`src/rtl/data_bus_arbiter.sv`:
```
// rtl/data_bus_arbiter.sv - two-master data-bus arbiter with SRAM/mtime decode and response routing
//
// Ports:
//   clk_i, reset_i                 clock, asynchronous active-low reset
//   m0_*/m1_* req/addr/web/wmask/wdata  master requests (web: 0 = write, 1 = read)
//   m1_lock_i                      m1 asks to keep the bus for its next beat
//   m0_gnt_o, m1_gnt_o             combinational grant (one accepted transfer per cycle)
//   m0_/m1_ rvalid/rdata/err       registered response, one cycle after the grant
//   sram_*                         SRAM port 0 (csb/web active-low, word address addr[12:2])
//   mtime_*                        mtime register block (addr[3:0])
module data_bus_arbiter #(
   parameter int MAX_WAIT  = 4,
   parameter int MAX_BURST = 16
) (
   input  logic        clk_i,
   input  logic        reset_i,
   input  logic        m0_req_i,
   input  logic [31:0] m0_addr_i,
   input  logic        m0_web_i,
   input  logic [3:0]  m0_wmask_i,
   input  logic [31:0] m0_wdata_i,
   input  logic        m1_req_i,
   input  logic [31:0] m1_addr_i,
   input  logic        m1_web_i,
   input  logic [3:0]  m1_wmask_i,
   input  logic [31:0] m1_wdata_i,
   input  logic        m1_lock_i,
   output logic        m0_gnt_o,
   output logic        m0_rvalid_o,
   output logic [31:0] m0_rdata_o,
   output logic        m0_err_o,
   output logic        m1_gnt_o,
   output logic        m1_rvalid_o,
   output logic [31:0] m1_rdata_o,
   output logic        m1_err_o,
   output logic        sram_csb_o,
   output logic        sram_web_o,
   output logic [3:0]  sram_wmask_o,
   output logic [10:0] sram_addr_o,
   output logic [31:0] sram_din_o,
   input  logic [31:0] sram_dout_i,
   output logic        mtime_csb_o,
   output logic        mtime_web_o,
   output logic [3:0]  mtime_addr_o,
   output logic [3:0]  mtime_wmask_o,
   output logic [31:0] mtime_wdata_o,
   input  logic [31:0] mtime_rdata_i
);

   localparam logic [3:0] WAIT_C   = 4'(MAX_WAIT);
   localparam logic [7:0] BURST_C  = 8'(MAX_BURST);
   localparam logic       CAN_LOCK = (MAX_BURST > 1);

   typedef enum logic {ARB, LOCK} state_t;

   state_t      state_q, state_d;
   logic [3:0]  wait_q, wait_d;
   logic [7:0]  burst_q, burst_d;

   logic        arb_g0, arb_g1;
   logic        gnt0, gnt1, any_gnt;

   logic [31:0] g_addr;
   logic        g_web;
   logic [3:0]  g_wmask;
   logic [31:0] g_wdata;
   logic        sram_hit, mtime_hit;

   logic        rv0_q, rv1_q, rsram_q, rmtime_q, rread_q;
   logic [31:0] resp_data;
   logic        resp_err;

   // Plain fixed-priority pick with starvation override; reused by LOCK when it falls back.
   always_comb begin
      arb_g1 = m1_req_i & (~m0_req_i | (wait_q == WAIT_C));
      arb_g0 = m0_req_i & ~arb_g1;
   end

   always_comb begin
      gnt0    = 1'b0;
      gnt1    = 1'b0;
      state_d = state_q;
      burst_d = burst_q;
      case (state_q)
         ARB: begin
            gnt0 = arb_g0;
            gnt1 = arb_g1;
            if (arb_g1 && m1_lock_i && CAN_LOCK) begin
               state_d = LOCK;
               burst_d = 8'd1;
            end
         end
         LOCK: begin
            if (m1_req_i && m1_lock_i) begin
               if (burst_q < BURST_C) begin
                  gnt1    = 1'b1;
                  burst_d = burst_q + 8'd1;
               end else begin
                  // Burst limit reached: a waiting m0 gets the next slot.
                  gnt0    = m0_req_i;
                  gnt1    = ~m0_req_i;
                  state_d = ARB;
                  burst_d = 8'd0;
               end
            end else begin
               gnt0    = arb_g0;
               gnt1    = arb_g1;
               state_d = ARB;
               burst_d = 8'd0;
            end
         end
         default: begin
            state_d = ARB;
            burst_d = 8'd0;
         end
      endcase
      // Reset forces grants (and hence chip selects) inactive without waiting for a clock.
      if (!reset_i) begin
         gnt0 = 1'b0;
         gnt1 = 1'b0;
      end
   end

   always_comb begin
      wait_d = 4'd0;
      if (m1_req_i && !gnt1)
         wait_d = (wait_q == WAIT_C) ? wait_q : wait_q + 4'd1;
   end

   always_ff @(posedge clk_i or negedge reset_i) begin
      if (!reset_i) begin
         state_q <= ARB;
         wait_q  <= 4'd0;
         burst_q <= 8'd0;
      end else begin
         state_q <= state_d;
         wait_q  <= wait_d;
         burst_q <= burst_d;
      end
   end

   assign any_gnt = gnt0 | gnt1;
   assign g_addr  = gnt1 ? m1_addr_i  : m0_addr_i;
   assign g_web   = gnt1 ? m1_web_i   : m0_web_i;
   assign g_wmask = gnt1 ? m1_wmask_i : m0_wmask_i;
   assign g_wdata = gnt1 ? m1_wdata_i : m0_wdata_i;

   assign sram_hit  = (g_addr[31:13] == 19'd0);
   assign mtime_hit = (g_addr[31:4] == 28'h0000200);

   assign m0_gnt_o      = gnt0;
   assign m1_gnt_o      = gnt1;
   assign sram_csb_o    = ~(any_gnt & sram_hit);
   assign sram_web_o    = g_web;
   assign sram_wmask_o  = g_wmask;
   assign sram_addr_o   = g_addr[12:2];
   assign sram_din_o    = g_wdata;
   assign mtime_csb_o   = ~(any_gnt & mtime_hit);
   assign mtime_web_o   = g_web;
   assign mtime_addr_o  = g_addr[3:0];
   assign mtime_wmask_o = g_wmask;
   assign mtime_wdata_o = g_wdata;

   // Remember who owns the in-flight transfer so next cycle's slave data goes back to it.
   always_ff @(posedge clk_i or negedge reset_i) begin
      if (!reset_i) begin
         rv0_q    <= 1'b0;
         rv1_q    <= 1'b0;
         rsram_q  <= 1'b0;
         rmtime_q <= 1'b0;
         rread_q  <= 1'b0;
      end else begin
         rv0_q    <= gnt0;
         rv1_q    <= gnt1;
         rsram_q  <= any_gnt & sram_hit;
         rmtime_q <= any_gnt & mtime_hit;
         rread_q  <= any_gnt & g_web;
      end
   end

   always_comb begin
      resp_data = 32'd0;
      if (rread_q) begin
         if (rsram_q)
            resp_data = sram_dout_i;
         else if (rmtime_q)
            resp_data = mtime_rdata_i;
      end
   end

   assign resp_err = ~rsram_q & ~rmtime_q;

   assign m0_rvalid_o = rv0_q;
   assign m0_rdata_o  = rv0_q ? resp_data : 32'd0;
   assign m0_err_o    = rv0_q & resp_err;
   assign m1_rvalid_o = rv1_q;
   assign m1_rdata_o  = rv1_q ? resp_data : 32'd0;
   assign m1_err_o    = rv1_q & resp_err;

endmodule

```
`config.mk`:
```
export PLATFORM = sky130hd
export DESIGN_NAME = data_bus_arbiter
export DESIGN_NICKNAME = d
export VERILOG_FILES = /design/src/rtl/data_bus_arbiter.sv
export SDC_FILE = /design/constraint.sdc
export NUM_CORES = 1
export LEC_CHECK = 0
export ABC_AREA = 1
export CAP_MARGIN = 40
export CORE_AREA = 2 2 142 144
export CTS_BUF_LIST = sky130_fd_sc_hd__clkbuf_4 sky130_fd_sc_hd__clkbuf_8
export DETAILED_ROUTE_END_ITERATION = 6
export DIE_AREA = 0 0 144 146
export DONT_BUFFER_PORTS = 1
export GPL_TIMING_DRIVEN = 0
export RECOVER_POWER = 25
export SYNTH_ARGS = -nofsm -noshare
export SYNTH_HDL_FRONTEND = slang
export SYNTH_SLANG_ARGS = --single-unit
```
`constraint.sdc`:
```
create_clock -name clk_i -period 2 [get_ports clk_i]
set_input_delay 0.3 -clock clk_i [delete_from_list [all_inputs] [get_ports clk_i]]
set_output_delay 0.3 -clock clk_i [all_outputs]
set_load 0.05 [all_outputs]
```
# After elaboration in Yosys (flattened, before gate mapping)
# Cells that the tools add are included.
# op_classes
addsub	2
magnitude_cmp	1
eq_ne	4
n_mux	27
bitwise_logic	17
reduce_logical	5
# op_table
operator	count
32-bit two-way mux	7
28-bit by 10-bit == test with 1-bit output, second input constant	1
8-bit two-way mux	3
19-bit logical NOT	1
8-bit case mux with 2 select lines	1
4-bit two-way mux	3
1-bit two-way mux	10
8-bit by 1-bit adder with 8-bit output, second input constant	1
1-bit bitwise AND	8
8-bit by 5-bit < comparator with 1-bit output, second input constant	1
1-bit inverter	7
1-bit case mux with 2 select lines	3
4-bit by 1-bit adder with 4-bit output, second input constant	1
4-bit by 3-bit == test with 1-bit output, second input constant	1
2-bit inequality test, second input constant	2
1-bit logical AND	3
1-bit bitwise OR	2
1-bit logical NOT	1
# totals
reg_bits	18
input_bits	207
output_inout_bits	161
wordCells	64

# Logic depth before layout (Yosys ltp)
# depth
ltp_word	11
depth_mapped	14
depth_no_buf	13

# Worst setup path before layout
# Ideal clock, no wire load.
# synth_timing
path_kind	register to output
start	reg wait_q[0]
end	out sram_csb_o
arrival_ns	2.505
path_slack_ns	-0.805
stages_incl_launch_ff	11
n_path_buf	0
path_cell_list	dfrtp_1 > inv_1 > ha_1 > nand3_2 > nand2_1 > nand2_1 > nand3_1 > a21oi_1 > nand2_1 > o21ai_2 > nand3_1
# synth_via
elab_chain_cells	11
elab_cells_between_ends	16
cone_classes	eq/ne (1); mux (7); bitwise (7); reduce/logical (1)
# synth_rtl
item	line_no	rtl
start, declared	57	logic [3:0] wait_q, wait_d;
start signal, assigned	137	wait_q <= wait_d;
4-bit by 3-bit == test with 1-bit output *	75	arb_g1 = m1_req_i & (~m0_req_i | (wait_q == WAIT_C));
1-bit bitwise OR *	75	
1-bit bitwise AND *	75	
1-bit inverter *	76	arb_g0 = m0_req_i & ~arb_g1;
1-bit bitwise AND *	76	
1-bit two-way mux	94	if (m1_req_i && m1_lock_i) begin
1-bit case mux with 2 select lines *	84	case (state_q)
1-bit two-way mux *	118	if (!reset_i) begin
named net m0_gnt_o	28	output logic m0_gnt_o,
1-bit bitwise OR *	142	assign any_gnt = gnt0 | gnt1;
1-bit bitwise AND *	153	assign sram_csb_o = ~(any_gnt & sram_hit);
1-bit inverter *	153	
end, declared	36	output logic sram_csb_o,
# The timed path passes the listed nets; every way through them passes the cells marked *.

# Worst setup path in the final report
# layout_timing
start	reg wait_q[0]
end	out sram_csb_o
# layout_via
elab_chain_cells	11
elab_cells_between_ends	16
cone_classes	eq/ne (1); mux (7); bitwise (7); reduce/logical (1)
# layout_rtl
item	line_no
4-bit by 3-bit == test with 1-bit output *	75
1-bit bitwise OR *	75
1-bit bitwise AND *	75
parallel branches: the longest is 6 deep, another holds 32-bit two-way mux	n/a
1-bit bitwise AND *	153
1-bit inverter *	153
# Mark *: on every way between the ends.

==> metrics <==
status finished with violations; failing checks negative setup slack; share of the synthesized area in the top cell type 0.337; slowest CP cell dfrtp_1; Die W 144 microns; HPWL after detailed placement 11,500 microns; vias in the first global route around 3,700; cells along the critical path inv_2 -> ha_4 -> nand3_4 -> nand2_4 -> nand2_4 -> nand2_4 -> nand2_8 -> buf_12 -> buf_4 -> nand2_2 -> nand2_2 -> nor2_1 -> nand3_4; Slew Viols, Final 0; Die ar. about 21,000 sq um; FP Rows between 50 and 60; Synth Cell Area between 2000 and 3000 sq um; CTS max path bufs 2; setup TNS -26.58 ns; Seq pwr share 0.183; Synth cell types 32; CP required roughly 1.7 ns; core footprint 19,300 sq um; clock root buffer clkbuf_8; syn nets 795; WL per Instance ~16 microns; Worst-Margin Slew 0.972 ns; Final period util 1.24; final wirelength between 10,000 and 15,000 microns; most common cell in the netlist nand2_1; crit-path most repeated cell nand2_4; crit path DAT about 2.2 ns; Initial Utilization 0.154; Remaining Overflow, GRT 0; Starting DRT DRC Count ~120; Tmin final 2.49 ns; clock sinks 18; hold path endpoint wait_q[3]$_DFFE_PN0P_; hold_sp m1_req_i; Clock Latency Late Sink 0.26 ns; Hold Vio Cnt, Final 0; vias 3,888; largest net degree at the start of global routing 19; Max-cap violations 0; register area share after synthesis 0.151; GP Congestion roughly 0.75; Synth top cells by count nand2_1, nor2_1, nand3_1; Yosys warning count 0; Area contributors post-synth nand2_1, dfrtp_1, nor2_1; # port buffers 0; first-pass GRT wire length just under 20,000 microns; Max Clock Freq 402 MHz; final core occ 0.268; Main synth FF type dfrtp_1; die span in y 146 microns; Top Ports between 300 and 400; worst reg-to-reg setup slack -0.14 ns; H-tree depth 1; RR Startpoint wait_q[0]$_DFFE_PN0P_; pre-CTS WS -0.546 ns; TritonRoute pass-1 iters 4; share of layout cells above drive strength 1 0.437; setup slack after layout -0.487 ns; Slew HR 0.352; antenna cells 0; post-route ant nets 0; Reg2Reg Depth 14; hold crit path type input pin to register; Mapped Cells 585; leading area contributor after synthesis nand2_1; Area Growth Syn to Fin 73.4%; CTS buffer count 3; Via-to-Cell Ratio roughly 4.4; Cell Pwr Density ~440 nW/um^2; clock power share 0.136; Sw Share 0.557; Pleak about 0.0021 uW; maximum vdd drop between 0.0002 and 0.00025 V; Nets 822; WHS Path Cells 1; Worst setup SP type register; Post-Syn Area per Cell between 5 and 6 sq um; clk_skew approximately 0.0037 ns; initial antenna violation count 0; CTS tree yes; RSZ-0062 raised after global routing yes; Final Setup Violations 95; worst flop-to-flop path endpoint rsram_q$_DFF_PN0_; all-layer global routing usage 0.121; CP Buf/Inv Count 3; Sw Pwr about 1300 uW; DRC 0; delay-heaviest family, CP simple AND/OR/NAND/NOR gates; asr flop ratio synth 1.00; Clk pin slew, worst setup/hold paths approximately 0.08 ns; Worst path max stage delay approximately 0.41 ns; Post-synth EDFFs 0; critical path class register to output port; Pint 1000 uW; worst-path maximum fanout 8; Critical Path End Type output port; Comb power frac 0.682; Synth Register Bits 18
layout make-up:
cell class / instances / area [sq um]
Multi-Input combinational cell: 470 / 3150
Inverter: 27 / 116
Sequential cell: 18 / 455
Fill cell: 2086 / 14200
Tap cell: 265 / 332
Clock buffer: 4 / 55.1
Timing Repair Buffer: 23 / 211
Buffer: 69 / 856
logic make-up after synthesis:
family / count (synthesis) / synth area share
compound gates: 16 / 0.0369
fa+ha+maj: 3 / 0.0126
buf+inv: 98 / 0.183
flops: 18 / 0.151
simple gates: 450 / 0.616
metrics by stage:
step	total power (uW)	hold slack, ns	area, sq um	std cells
finish	2270	0.189	5180	876
global route	2370	0.174	5180	876
CTS	2270	0.180	5140	874
global placement	1740	0.00479	4100	850
floorplan	1620	0.00441	3770	585
detailed placement	1750	0.00483	4130	854
worst max path at each step:
stage / startpoint / to / slack (ns) / depth (start not counted)
3_5_place_dp: wait_q[0]$_DFFE_PN0P_ / sram_din_o[23] / -0.55 / 12
3_3_place_gp: wait_q[0]$_DFFE_PN0P_ / sram_din_o[23] / -0.55 / 12
6_report: wait_q[0]$_DFFE_PN0P_ / sram_csb_o / -0.49 / 13
2_1_floorplan: wait_q[0]$_DFFE_PN0P_ / mtime_csb_o / -0.17 / 14
4_1_cts: wait_q[0]$_DFFE_PN0P_ / mtime_csb_o / -0.50 / 14
5_1_grt: wait_q[0]$_DFFE_PN0P_ / mtime_csb_o / -0.62 / 14
power by group through the flow:
stage | clock (uW) | sequential [uW] | combinational, uW
global placement | 0 | 421 | 1320
global route | 338 | 418 | 1610
detailed placement | 0 | 421 | 1320
floorplan | 0 | 416 | 1200
CTS | 322 | 413 | 1540
finish | 307 | 414 | 1550
layout by cell type, fill, tap and decap left out, types with 6 or more instances in the layout:
cell | Yosys | layout
buf_4 | 40 | 25
buf_6 | 1 | 12
buf_8 | 1 | 37
clkbuf_8 | 0 | 6
dfrtp_1 | 18 | 14
inv_1 | 26 | 21
nand2_1 | 268 | 197
nand2_2 | 6 | 17
nand2_4 | 1 | 53
nand2_8 | 0 | 9
nand3_1 | 56 | 50
nor2_1 | 100 | 34
nor2_4 | 1 | 65
layer usage:
layer	GRT usage	vias up	wire, microns
met4	0.0446	0	416
met2	0.230	242	7380
li1	-	1840	-
met3	0.0135	20	1010
met1	0.135	1786	5590
met5	0	-	0
registers in the layout (all words and copies together), names as in the netlist:
signal,count
m0_rvalid_o,1
burst_q,8
wait_q,4
m1_rvalid_o,1
rread_q,1
state_q,1
rsram_q,1
rmtime_q,1
what timing repair did:
item | in CTS | in global routing
cloned | 2 | 0
gates resized for setup | 202 | 15
hold buffers | 1 | 0
endpoints found under the setup margin | 158 | 155
hold endpoints to repair | 18 | 0
pin swaps | 84 | 20
setup buffers | 15 | 1
(Power assumes the default switching activity.)
